[config.mk]
export PLATFORM = sky130hd
export DESIGN_NAME = mdio_responder
export DESIGN_NICKNAME = d
export VERILOG_FILES = /design/src/rtl/mdio_responder.sv
export SDC_FILE = /design/constraint.sdc
export NUM_CORES = 1
export LEC_CHECK = 0
export CELL_PAD_IN_SITES_DETAIL_PLACEMENT = 0
export CELL_PAD_IN_SITES_GLOBAL_PLACEMENT = 1
export CORE_MARGIN = 2
export CORE_UTILIZATION = 45
export CTS_CLUSTER_SIZE = 25
export DETAILED_ROUTE_END_ITERATION = 10
export PLACE_DENSITY_LB_ADDON = 0.1
export SKIP_LAST_GASP = 1
export SLEW_MARGIN = 30
export SYNTH_ARGS = -nofsm -noshare
export SYNTH_HDL_FRONTEND = slang
export SYNTH_SLANG_ARGS = --single-unit
[constraint.sdc]
create_clock -name clk -period 2.9 [get_ports clk]
set_input_delay 0.58 -clock clk [delete_from_list [all_inputs] [get_ports clk]]
set_output_delay 0.58 -clock clk [all_outputs]
set_load 0.02 [all_outputs]
[src/rtl/mdio_responder.sv]
// Clause-22 MDIO responder (PHY side) answering reads/writes from a local 16-bit register file.
// Optional build macro MDIO_PREAMBLE_SUPPRESSION_EN: short preamble accepted after a completed frame.
module mdio_responder #(
   parameter logic [4:0]  PHYADDR = 5'd1,
   parameter int          NREG    = 16,
   parameter logic [15:0] ID1     = 16'h0022,
   parameter logic [15:0] ID2     = 16'h1560,
   parameter int          PRE_LEN = 32
) (
   input  logic        clk,
   input  logic        rst,
   input  logic        mdc,
   input  logic        mdio_i,
   output logic        mdio_o,
   output logic        mdio_oe,
   input  logic        host_we,
   input  logic [4:0]  host_addr,
   input  logic [15:0] host_data,
   output logic        wr_strobe,
   output logic [4:0]  wr_addr,
   output logic [15:0] wr_data
);

   localparam int PRE_W = $clog2(PRE_LEN + 1);
   localparam logic [PRE_W-1:0] PRE_MAX = PRE_W'(PRE_LEN);
   localparam logic [PRE_W-1:0] PRE_ONE = PRE_W'(1);

`ifdef MDIO_PREAMBLE_SUPPRESSION_EN
   localparam bit SUPPRESS_EN = 1'b1;
`else
   localparam bit SUPPRESS_EN = 1'b0;
`endif

   typedef enum logic [3:0] {
      S_IDLE, S_ST2, S_OP, S_PHYAD, S_REGAD,
      S_SKIP, S_TA_W, S_TA_R, S_RDATA, S_WDATA
   } state_t;

   state_t            state_q, state_d;
   logic              mdc_m_q, mdc_s_q, mdc_d_q;
   logic              mdio_m_q, mdio_s_q;
   logic [4:0]        cnt_q, cnt_d;
   logic [PRE_W-1:0]  pre_q, pre_d;
   logic              armed_q, armed_d;
   logic              op_q, op_d;
   logic              rd_q, rd_d;
   logic [4:0]        phy_q, phy_d;
   logic [4:0]        regad_q, regad_d;
   logic [15:0]       shift_q, shift_d;
   logic [15:0]       rdata_q, rdata_d;
   logic              oe_q, oe_d;
   logic              out_q, out_d;
   logic              wr_strobe_q, wr_strobe_d;
   logic [4:0]        wr_addr_q, wr_addr_d;
   logic [15:0]       wr_data_q, wr_data_d;
   logic [15:0]       regs_q [NREG];

   logic              rise, fall, commit, pre_ok;
   logic [4:0]        regad_nxt;
   logic [15:0]       shift_nxt;
   logic [15:0]       rd_lookup;

   assign rise      = mdc_s_q & ~mdc_d_q;
   assign fall      = ~mdc_s_q & mdc_d_q;
   assign regad_nxt = {regad_q[3:0], mdio_s_q};
   assign shift_nxt = {shift_q[14:0], mdio_s_q};
   // Once armed by a completed frame, any nonzero run of ones counts as preamble.
   assign pre_ok    = (pre_q == PRE_MAX) || (SUPPRESS_EN && armed_q && (pre_q != '0));

   always_comb begin
      rd_lookup = 16'h0000;
      for (int i = 0; i < NREG; i++) begin
         if (regad_nxt == 5'(i)) rd_lookup = regs_q[i];
      end
   end

   always_ff @(posedge clk) begin
      if (rst) begin
         mdc_m_q  <= 1'b0;
         mdc_s_q  <= 1'b0;
         mdc_d_q  <= 1'b0;
         mdio_m_q <= 1'b0;
         mdio_s_q <= 1'b0;
      end else begin
         mdc_m_q  <= mdc;
         mdc_s_q  <= mdc_m_q;
         mdc_d_q  <= mdc_s_q;
         mdio_m_q <= mdio_i;
         mdio_s_q <= mdio_m_q;
      end
   end

   always_ff @(posedge clk) begin
      if (rst) begin
         state_q     <= S_IDLE;
         cnt_q       <= '0;
         pre_q       <= '0;
         armed_q     <= 1'b0;
         op_q        <= 1'b0;
         rd_q        <= 1'b0;
         phy_q       <= '0;
         regad_q     <= '0;
         shift_q     <= '0;
         rdata_q     <= '0;
         oe_q        <= 1'b0;
         out_q       <= 1'b0;
         wr_strobe_q <= 1'b0;
         wr_addr_q   <= '0;
         wr_data_q   <= '0;
      end else begin
         state_q     <= state_d;
         cnt_q       <= cnt_d;
         pre_q       <= pre_d;
         armed_q     <= armed_d;
         op_q        <= op_d;
         rd_q        <= rd_d;
         phy_q       <= phy_d;
         regad_q     <= regad_d;
         shift_q     <= shift_d;
         rdata_q     <= rdata_d;
         oe_q        <= oe_d;
         out_q       <= out_d;
         wr_strobe_q <= wr_strobe_d;
         wr_addr_q   <= wr_addr_d;
         wr_data_q   <= wr_data_d;
      end
   end

   // An MDIO commit in the same clk suppresses any host write, whatever its address.
   always_ff @(posedge clk) begin
      if (rst) begin
         for (int i = 0; i < NREG; i++) begin
            regs_q[i] <= (i == 2) ? ID1 : ((i == 3) ? ID2 : 16'h0000);
         end
      end else begin
         for (int i = 0; i < NREG; i++) begin
            if (commit && (regad_q == 5'(i))) begin
               regs_q[i] <= shift_nxt;
            end else if (!commit && host_we && (host_addr == 5'(i))) begin
               regs_q[i] <= host_data;
            end
         end
      end
   end

   always_comb begin
      state_d     = state_q;
      cnt_d       = cnt_q;
      pre_d       = pre_q;
      armed_d     = armed_q;
      op_d        = op_q;
      rd_d        = rd_q;
      phy_d       = phy_q;
      regad_d     = regad_q;
      shift_d     = shift_q;
      rdata_d     = rdata_q;
      oe_d        = oe_q;
      out_d       = out_q;
      wr_strobe_d = 1'b0;
      wr_addr_d   = wr_addr_q;
      wr_data_d   = wr_data_q;
      commit      = 1'b0;
      unique case (state_q)
         S_IDLE: begin
            if (rise) begin
               if (mdio_s_q) begin
                  if (pre_q != PRE_MAX) pre_d = pre_q + PRE_ONE;
               end else if (pre_ok) begin
                  state_d = S_ST2;
                  armed_d = 1'b0;
               end else begin
                  pre_d   = '0;
                  armed_d = 1'b0;
               end
            end
         end
         S_ST2: begin
            if (rise) begin
               cnt_d = '0;
               if (mdio_s_q) begin
                  state_d = S_OP;
               end else begin
                  state_d = S_IDLE;
                  pre_d   = '0;
               end
            end
         end
         S_OP: begin
            if (rise) begin
               if (cnt_q == 5'd0) begin
                  op_d  = mdio_s_q;
                  cnt_d = 5'd1;
               end else begin
                  cnt_d = '0;
                  if (op_q != mdio_s_q) begin
                     state_d = S_PHYAD;
                     rd_d    = op_q;
                  end else begin
                     state_d = S_IDLE;
                     pre_d   = '0;
                  end
               end
            end
         end
         S_PHYAD: begin
            if (rise) begin
               phy_d = {phy_q[3:0], mdio_s_q};
               if (cnt_q == 5'd4) begin
                  cnt_d   = '0;
                  state_d = S_REGAD;
               end else begin
                  cnt_d = cnt_q + 5'd1;
               end
            end
         end
         S_REGAD: begin
            if (rise) begin
               regad_d = regad_nxt;
               if (cnt_q == 5'd4) begin
                  cnt_d = '0;
                  if (phy_q != PHYADDR) begin
                     state_d = S_SKIP;
                  end else if (rd_q) begin
                     rdata_d = rd_lookup;
                     state_d = S_TA_R;
                  end else begin
                     state_d = S_TA_W;
                  end
               end else begin
                  cnt_d = cnt_q + 5'd1;
               end
            end
         end
         S_SKIP: begin
            if (rise) begin
               if (cnt_q == 5'd17) begin
                  cnt_d   = '0;
                  state_d = S_IDLE;
                  pre_d   = '0;
               end else begin
                  cnt_d = cnt_q + 5'd1;
               end
            end
         end
         S_TA_W: begin
            if (rise) begin
               if (cnt_q == 5'd1) begin
                  cnt_d   = '0;
                  state_d = S_WDATA;
               end else begin
                  cnt_d = cnt_q + 5'd1;
               end
            end
         end
         // The fall of the last REGAD bit arrives first; only the fall after the TA1 rise starts driving.
         S_TA_R: begin
            if (rise) begin
               cnt_d = 5'd1;
            end else if (fall && (cnt_q == 5'd1)) begin
               oe_d    = 1'b1;
               out_d   = 1'b0;
               cnt_d   = '0;
               state_d = S_RDATA;
            end
         end
         S_RDATA: begin
            if (fall) begin
               if (cnt_q == 5'd16) begin
                  oe_d    = 1'b0;
                  out_d   = 1'b0;
                  cnt_d   = '0;
                  state_d = S_IDLE;
                  pre_d   = '0;
                  armed_d = SUPPRESS_EN;
               end else begin
                  out_d   = rdata_q[15];
                  rdata_d = {rdata_q[14:0], 1'b0};
                  cnt_d   = cnt_q + 5'd1;
               end
            end
         end
         S_WDATA: begin
            if (rise) begin
               shift_d = shift_nxt;
               if (cnt_q == 5'd15) begin
                  commit      = 1'b1;
                  wr_strobe_d = 1'b1;
                  wr_addr_d   = regad_q;
                  wr_data_d   = shift_nxt;
                  cnt_d       = '0;
                  state_d     = S_IDLE;
                  pre_d       = '0;
                  armed_d     = SUPPRESS_EN;
               end else begin
                  cnt_d = cnt_q + 5'd1;
               end
            end
         end
         default: begin
            state_d = S_IDLE;
            cnt_d   = '0;
            pre_d   = '0;
            oe_d    = 1'b0;
         end
      endcase
   end

   assign mdio_o    = out_q;
   assign mdio_oe   = oe_q;
   assign wr_strobe = wr_strobe_q;
   assign wr_addr   = wr_addr_q;
   assign wr_data   = wr_data_q;

endmodule
==> impl_results.md <==
* Average routed wire per standard cell at about 28 µm
* # rows at between 70 and 80
* Area contributors post-synth: edfxtp_1, dfxtp_1, nand2_1, a22o_1, a21oi_1
* Core Box Area at between 30000 and 40000 µm²
* Fin nets at 1893
* Design area at ~21000 µm²
* Sw Ratio at between 20% and 30%
* Initial antenna violation count at 0
* Slew headroom at between 40 and 50%
* Leakage at 0.00716 µW
* Root buf cell: clkbuf_16
* Logic pwr share at under 10%
* Synth cell count leaders: nand2_1, edfxtp_1, a21oi_1
* Top-area cell type share of the netlist area at around 43%
* Worst Hold Slack at 0.257 ns
* Pwr Density at about 530 nW/µm²
* TritonCTS clock tree: done
* Flops & latches, synth at around 340
* CP cell instances: ha_1 > nand3_1 > inv_1 > ha_1 > inv_1 > nor4_2 > buf_4 > nand3_1 > buf_4 > nor2_2 > buf_4 > a22oi_1
* P&R area growth vs syn at 18.0%
* DP Area at between 15000 and 20000 µm²
* Final Skew at 0.0235 ns
* Die area at 41100 µm²
* Cell with the most instances after synthesis: nand2_1
* Reg clk slew, reported paths at ~0.060 ns
* DIE HEIGHT at 203 µm
* CP startpoint kind: register
* Antenna violation net count after detailed routing at 0
* Latest clock arrival within the worst-skew pair at between 0.5 and 0.6 ns
* Internal at approximately 8400 µW
* Vias/cell at 6.46
* Largest area contributor in the netlist: edfxtp_1
* Register-to-register setup slack at 0.19 ns
* CTS HTree Levels at 2
* Status: finished clean
* Arr. time, crit path at between 3 and 4 ns
* Die Width at 203 µm
* RSZ-0062 raised after global routing: true
* Largest net degree at the start of global routing at between 150 and 200
* Async SR Flop Fraction at 0%
* CTS buffer count at 40
* Number of flops mapped to enable cells by yosys at ~260
* Worst Path Buf+Inv at 5
* Max clock buf depth at 3
* First drt pass iteration count at 5
* DR vias at ~16000
* Mapped Nets at between 1500 and 2000
* Initial Util at a little under half
* Switch Pwr at 2570 µW
* Gp weighted congestion at between 1 and 1.5
* Sink Count at 343
* Slowest stage delay, CP at slightly below 0.4 ns
* Final Hold Violating Endpoints at 0
* Critical path class: reg2reg
* Synth Warn # at 0
* Syn Inst Count at 1797
* Initial drt markers at around 1900
* Peak Freq at approximately 370 MHz
* First-pass GRT wire length at approximately 100000 µm
* Final setup violation count at 0
* Buffers on Ports at roughly 50
* Setup bufs post-CTS at 0
* Worst path top cell family by delay: buffers and inverters
* Most common flop cell mapped by yosys: edfxtp_1
* CP max stage cell: dfxtp_1
* Number of global-route vias before repair at around 15000
* Routed WL at ~68000 µm
* Crit end category: register
* Worst Path Required at roughly 3.2 ns
* Critical Path Fanout Max at 11
* Total GRT Usage at between 30% and 40%
* Overall Power at between 10000 and 15000 µW
* Maxcap violations at 0
* Fin crit share at approximately 94%
* Setup TNS at 0 ns
* IO Pins at 50
* Mapped Area at ~18000 µm²
* Placed instance count at 2336
* Diode count at 0
* Grt ovf at 0
* Detailed placement HPWL at about 45000 µm
* Non-Filler Instances at ~2400
* Synth cell types at between 70 and 80
* Max-slew violations at 0
* Clk pwr share at between 40 and 50%
* Synthesized area per cell at around 9.9 µm²
* Share of cells above drive strength 1 at roughly 15%
* CP dominant cell by count: buf_4
* Worst VDD drop at between 0.3 and 0.4 mV
* Worst hold path type: in2reg
* Worst Max-Slew Pin Slew at approximately 0.85 ns
* # DRC at 0
* Final min period at 2.71 ns
* Sequential fraction of the synthesis area at a little over half
* Seq pwr share at about 49%
==> worst paths after layout <==
| path | start | to | cells after the start |
|---|---|---|---|
| worst max-delay path | cnt_q[0]$_SDFFE_PP0P_ | regs_q[0][53]$_SDFFCE_PN1P_ | 12 |
| worst min-delay path | rst | mdio_s_q$_SDFF_PP0_ | 2 |
| worst max register to register | cnt_q[0]$_SDFFE_PP0P_ | regs_q[0][53]$_SDFFCE_PN1P_ | 12 |
| worst min register to register | wr_data[2]$_SDFFE_PP0P_ | wr_data[2]$_SDFFE_PP0P_ | 2 |
==> routing by layer <==
layer | share of wire [%] | GRT usage (%) | up-vias
met5 | 0 | 0 | -
met4 | 4.2 | 13.5 | 0
met3 | 11 | 7.38 | 175
met2 | 45 | 50.6 | 906
met1 | 40 | 45.3 | 7666
li1 | - | - | 6816
==> flip-flops by register name, indices dropped and copies added (netlist names) <==
signal	flops
regs_q	256
rdata_q	16
wr_data	16
shift_q	15
pre_q	6
cnt_q	5
phy_q	5
regad_q	5
wr_addr	5
state_q	4
mdc_d_q	1
mdc_m_q	1
mdc_s_q	1
mdio_m_q	1
mdio_o	1
mdio_oe	1
mdio_s_q	1
op_q	1
rd_q	1
wr_strobe	1
==> cells in the final DEF, fill, tap and decap left out, types with 11 or more instances in the layout <==
cell / n
a221oi_1: 11
a21oi_1: 190
buf_4: 145
nand2b_1: 12
nor2b_1: 18
edfxtp_1: 256
inv_1: 18
o22ai_1: 32
nand3_1: 35
clkbuf_16: 42
mux2_2: 24
dfxtp_1: 84
nand2_1: 340
a22o_1: 140
a22oi_1: 15
a31oi_1: 19
o21ai_0: 51
clkdlybuf4s50_1: 48
buf_12: 21
o211ai_1: 23
nor3_1: 13
mux2i_1: 52
nor2_1: 88
or3_1: 19
==> layout make-up <==
class / count / area (µm²)
clock inverters: 15 / 86.3
multi-input cells: 1240 / 7540
inverters: 20 / 75.1
clock buffers: 59 / 1190
flip-flops and latches: 343 / 9440
repair buffers: 215 / 2000
well taps: 518 / 648
fillers: 3448 / 17800
==> power groups by stage <==
stage	registers [µW]	clock network (µW)	logic, µW
finish	5440	4960	624
global route	5450	5180	646
CTS	5440	5010	612
detailed placement	5540	0	610
global placement	5540	0	608
floorplan	5510	0	297
==> metrics by stage <==
step           setup WS [ns]  util [%]
2_1_floorplan         0.0382         -
3_3_place_gp           0.125      50.7
3_5_place_dp           0.127      50.7
4_1_cts                0.110      54.0
5_1_grt             -0.00348      54.0
6_report               0.188      54.0
==> cell families (layout without fill, tap and decap cells) <==
family,Yosys count,in the layout,share of synthesized area (%)
AOI/OAI and AO/OA,558,558,21.4
xor gates and xnor gates,1,1,0.0493
and+or+nand+nor,590,590,14.9
DFF,343,343,53.0
buffers and inverters,214,309,4.70
muxes,84,84,5.46
adders and majority gates,7,7,0.493
==> what timing repair did <==
item	CTS	global route
setup endpoints to repair	0	12
gates resized for setup	0	2
hold buffers	0	0
Power figures use the tool's default switching activity.
